### src/rtl/mod_pkg.sv
// Shared types and sizing helpers for the sequential modulo engine.
package mod_pkg;

  typedef enum logic [1:0] {
    IDLE = 2'd0,
    CALC = 2'd1,
    DONE = 2'd2
  } mod_state_t;

  localparam int WIDTH_DEFAULT = 8;

  // Bits needed to hold a step counter that runs from w-1 down to 0.
  function automatic int cnt_width(input int w);
    return (w <= 2) ? 1 : $clog2(w);
  endfunction

  localparam int CNT_W = cnt_width(WIDTH_DEFAULT);

endpackage

### src/rtl/mod_restore_step.sv
// One restoring shift-subtract step: shift the next dividend bit into the
// partial remainder, subtract the divisor if it fits, report the quotient bit.
module mod_restore_step
  import mod_pkg::*;
#(
  parameter int WIDTH = WIDTH_DEFAULT
) (
  input  logic [WIDTH:0]   partial_i,
  input  logic             bit_i,
  input  logic [WIDTH-1:0] divisor_i,
  output logic [WIDTH:0]   partial_o,
  output logic             qbit_o
);

  // A stored partial is always below the divisor, so its top bit is zero;
  // the extra bit only matters for the shifted value compared below.
  logic             unused_msb;
  logic [WIDTH:0]   shifted;
  logic [WIDTH:0]   divisor_ext;

  assign unused_msb  = partial_i[WIDTH];
  assign shifted     = {partial_i[WIDTH-1:0], bit_i};
  assign divisor_ext = {1'b0, divisor_i};
  assign qbit_o      = (shifted >= divisor_ext);
  assign partial_o   = qbit_o ? (shifted - divisor_ext) : shifted;

endmodule

### src/rtl/seq_modulo_unit.sv
// Iterative restoring modulo engine: dividend % divisor, one bit per cycle.
// Optional quotient output is enabled by defining MOD_QUOTIENT_EN.
//
// Handshake: a transfer happens on a posedge where valid & ready are both
// high. in_ready is high in IDLE and follows out_ready in DONE, so a result
// can be taken and a new operand accepted on the same edge. out_valid stays
// high, with outputs stable, until the take edge.
module seq_modulo_unit
  import mod_pkg::*;
#(
  parameter int WIDTH = WIDTH_DEFAULT
) (
  input  logic             clock,
  input  logic             reset_n,
  input  logic             in_valid,
  output logic             in_ready,
  input  logic [WIDTH-1:0] in_dividend,
  input  logic [WIDTH-1:0] in_divisor,
  output logic             out_valid,
  input  logic             out_ready,
  output logic [WIDTH-1:0] out_rem,
  output logic             out_div0,
`ifdef MOD_QUOTIENT_EN
  output logic [WIDTH-1:0] out_quot,
`endif
  output mod_state_t       dbg_state
);

  localparam int CW = cnt_width(WIDTH);

  mod_state_t       state_q, state_d;
  logic [CW-1:0]    cnt_q, cnt_d;
  // Dividend shifts out at the top while quotient bits shift in at the bottom.
  logic [WIDTH-1:0] dvd_q, dvd_d;
  logic [WIDTH-1:0] dsr_q, dsr_d;
  logic [WIDTH:0]   part_q, part_d;
  logic [WIDTH-1:0] rem_q, rem_d;
  logic             div0_q, div0_d;
`ifdef MOD_QUOTIENT_EN
  logic [WIDTH-1:0] quot_q, quot_d;
`else
  logic             unused_qbit;
`endif
  logic [WIDTH:0]   step_part;
  logic             step_qbit;
  logic             accept;
  logic             qbit_in;

  mod_restore_step #(.WIDTH(WIDTH)) u_step (
    .partial_i (part_q),
    .bit_i     (dvd_q[WIDTH-1]),
    .divisor_i (dsr_q),
    .partial_o (step_part),
    .qbit_o    (step_qbit)
  );

`ifdef MOD_QUOTIENT_EN
  assign qbit_in = step_qbit;
`else
  assign qbit_in     = 1'b0;
  assign unused_qbit = step_qbit;
`endif

  // Next-state, handshake and datapath next values.
  always_comb begin
    state_d  = state_q;
    cnt_d    = cnt_q;
    dvd_d    = dvd_q;
    dsr_d    = dsr_q;
    part_d   = part_q;
    rem_d    = rem_q;
    div0_d   = div0_q;
`ifdef MOD_QUOTIENT_EN
    quot_d   = quot_q;
`endif
    in_ready = 1'b0;
    case (state_q)
      IDLE: in_ready = 1'b1;
      CALC: begin
        part_d = step_part;
        dvd_d  = {dvd_q[WIDTH-2:0], qbit_in};
        if (cnt_q == '0) begin
          state_d = DONE;
          rem_d   = step_part[WIDTH-1:0];
          div0_d  = 1'b0;
`ifdef MOD_QUOTIENT_EN
          quot_d  = {dvd_q[WIDTH-2:0], qbit_in};
`endif
        end else begin
          cnt_d = cnt_q - CW'(1);
        end
      end
      DONE: begin
        in_ready = out_ready;
        if (out_ready) state_d = IDLE;
      end
      default: state_d = IDLE;
    endcase
    accept = in_valid & in_ready;
    if (accept) begin
      dvd_d  = in_dividend;
      dsr_d  = in_divisor;
      part_d = '0;
      cnt_d  = CW'(WIDTH - 1);
      if (in_divisor == '0) begin
        state_d = DONE;
        rem_d   = in_dividend;
        div0_d  = 1'b1;
`ifdef MOD_QUOTIENT_EN
        quot_d  = '1;
`endif
      end else begin
        state_d = CALC;
      end
    end
  end

  // State and datapath registers; reset discards any operation in flight.
  always_ff @(posedge clock) begin
    if (!reset_n) begin
      state_q <= IDLE;
      cnt_q   <= '0;
      dvd_q   <= '0;
      dsr_q   <= '0;
      part_q  <= '0;
      rem_q   <= '0;
      div0_q  <= 1'b0;
`ifdef MOD_QUOTIENT_EN
      quot_q  <= '0;
`endif
    end else begin
      state_q <= state_d;
      cnt_q   <= cnt_d;
      dvd_q   <= dvd_d;
      dsr_q   <= dsr_d;
      part_q  <= part_d;
      rem_q   <= rem_d;
      div0_q  <= div0_d;
`ifdef MOD_QUOTIENT_EN
      quot_q  <= quot_d;
`endif
    end
  end

  assign out_valid = (state_q == DONE);
  assign out_rem   = rem_q;
  assign out_div0  = div0_q;
`ifdef MOD_QUOTIENT_EN
  assign out_quot  = quot_q;
`endif
  assign dbg_state = state_q;

endmodule

### config.mk
export PLATFORM = sky130hd
export DESIGN_NAME = seq_modulo_unit
export DESIGN_NICKNAME = d
export VERILOG_FILES = /design/src/rtl/mod_pkg.sv /design/src/rtl/mod_restore_step.sv /design/src/rtl/seq_modulo_unit.sv
export SDC_FILE = /design/constraint.sdc
export NUM_CORES = 1
export LEC_CHECK = 0
export ABC_AREA = 0
export CORE_ASPECT_RATIO = 0.6
export CORE_MARGIN = 4
export CORE_UTILIZATION = 58
export DETAILED_ROUTE_END_ITERATION = 10
export PLACE_DENSITY = 0.84
export SYNTH_ARGS = -nofsm -noshare
export SYNTH_HDL_FRONTEND = slang
export SYNTH_HIERARCHICAL = 1
export SYNTH_SLANG_ARGS = --single-unit
export TNS_END_PERCENT = 30
### constraint.sdc
create_clock -name clock -period 3.8 [get_ports clock]
set_clock_uncertainty 0.05 [all_clocks]
set_input_delay 0.38 -clock clock [delete_from_list [all_inputs] [get_ports clock]]
set_output_delay 0.38 -clock clock [all_outputs]
set_load 0.02 [all_outputs]
==> flow_summary.yaml <==
cts:
  ctsHtreeMaxLevel: 2
  ctsLongestPathBuffers: 2
  cts_num_sinks: 38
  numCtsBuffers: 5
  path_clk_slew_ps: 70
  tritoncts: "yes"
  cts_setup_buffers: 0
  clock_latency_ps: 290
  root_buffer: "clkbuf_8"
  post_cts_resized: 0
  cts_hold_buf: 0
place:
  port_buffers: 32
  gp_congestion: 0.946
  placed_area_sq_mm: 0.00248
  dp_hpwl_um: 3880
final_layout:
  drive_gt1_share_pct: 8.48
  num-nets-final: 313
  layout_common_cells: "nand2_1 (53), dfxtp_1 (38), clkdlybuf4s50_1 (32)"
  area_delta_synth_final_pct: 19.7
  final-seq-area_sq_um: 761
  n_antenna_cell: 0
  final_common_cell: "nand2_1"
  design_area_sq_mm: 0.00262
  multi_input_area_sq_mm: 0.00127
  fillCellCount: 277
logic_synthesis:
  synth.net_count: 288
  syn_inst: 257
  syn-cell-area_sq_mm: 0.00219
  ys_warn_count: 6
  syn_area_per_cell_sq_um: 8.52
detailed_routing:
  wl_per_cell_um: 16.1
  drc: 0
  num_vias: 1950
  routed_wl_um: 5270
  drtIter0Drc: 138
  dr.pass1.iters: 4
  viasPerCell: 5.95
  ant_nets: 0
hold_path:
  min-delay-start: "out_div0"
  min_to: "out_div0"
  hp-class: "reg2reg"
  hold_depth: 2
floorplanning:
  die_width_um: 87.3
  die_h_um: 55.6
  die_area_sq_mm: 0.00485
  core_sq_mm: 0.00344
  io_pins: 33
  fp-row-count: 16
  start_util_pct: 63.6
timing:
  slew_viol_final: 0
  fmax_ghz: 0.375
  tns_ps: 0
  fin_crit_sh_pct: 70.2
  relSlewSlack_pct: 19.7
  period_minus_slack_ps: 2670
  final_hold_viol_count: 0
  rsz0062_at_grt: "false"
  setup-violations-final: 0
  tightestPinTransition_ps: 1200
job:
  cap_violations: 0
worst_setup_path:
  rr_startpoint: "dsr_q[4]"
  end_kind: "flip-flop"
  r2r_setup_slack_ps: 1130
  cp_data_required_time_ps: 3930
  crit_type: "reg2reg"
  crit_arrival_ps: 2800
  cp_max_fo: 7
  r2r-end: "out_rem[5]"
  startpoint_type: "flip-flop"
  worstRegToRegCells: 10
grt:
  antenna_found_initial: 0
  grt_overflow: 0
  grt_pass1_vias: 1855
  grt_pass1_wl_um: 8910
  grt_max_degree: 24
  track_usage_pct: 22.8
pwr:
  finalPower_mw: 1.29
  p_per_area_mw_per_mm2: 494
  leakage_nw: 1.10
  vdd_drop_max_mv: 0.330
outcome:
  status: "finished clean"
==> flip-flops by register name, indices dropped and copies added, names as in the netlist <==
| register | flops |
|---|---|
| out_div0 | 1 |
| dsr_q | 8 |
| dbg_state | 2 |
| part_q | 8 |
| dvd_q | 8 |
| cnt_q | 3 |
| out_rem | 8 |
==> worst max-delay path, stage by stage (launching register included) <==
cell and delay [ps]:
dfxtp_1 330, inv_1 50, ha_1 330, a21o_1 240
o21bai_1 170, a211o_1 370, or2_1 390, mux2_4 350
nand2_1 70, nand3_1 70, o211a_1 150
==> layer usage <==
metal | track usage (%) | share of wire, % | vias to the layer above
li1 | - | - | 946
met1 | 31.1 | 46 | 922
met2 | 34.1 | 44 | 75
met3 | 7.54 | 8.6 | 7
met4 | 6.78 | 1.2 | 0
met5 | 0 | 0 | -
==> layout make-up <==
| class | instances | area share, % |
|---|---|---|
| Timing Repair Buffer | 33 | 12.5 |
| Tap cell | 45 | 2.15 |
| Clock inverter | 2 | 2.29 |
| Inverter | 16 | 2.29 |
| Clock buffer | 6 | 3.15 |
| Multi-Input combinational cell | 188 | 48.6 |
| Sequential cell | 38 | 29.0 |
==> stage by stage <==
stage / util [%] / setup WS [ps] / hold WS [ps] / std cells
after CTS: 76.1 / 1160 / 411 / 328
final: 76.1 / 1130 / 405 / 328
after global routing: 76.1 / 990 / 422 / 328
after detailed placement: 71.9 / 1190 / 400 / 320
after floorplan: - / 1390 / 386 / 257
after global placement: 71.9 / 1290 / 398 / 320
==> worst max-delay path by stage <==
stage | startpoint | to | slack [ps] | depth (start not counted)
2_1_floorplan | dsr_q[4] | out_rem[3] | 1390 | 11
3_3_place_gp | dsr_q[4] | out_rem[4] | 1290 | 10
3_5_place_dp | dsr_q[4] | out_rem[5] | 1190 | 10
4_1_cts | dsr_q[4] | out_rem[5] | 1160 | 10
5_1_grt | dsr_q[1] | out_rem[6] | 990 | 10
6_report | dsr_q[4] | out_rem[5] | 1130 | 10
==> power breakdown <==
| group | total, mW | switching, mW | internal (mW) |
|---|---|---|---|
| Sequential | 0.452 | 0.0231 | 0.429 |
| Combinational | 0.420 | 0.230 | 0.190 |
| Clock | 0.421 | 0.141 | 0.280 |
No activity file was read; power rests on OpenSTA's default activity.
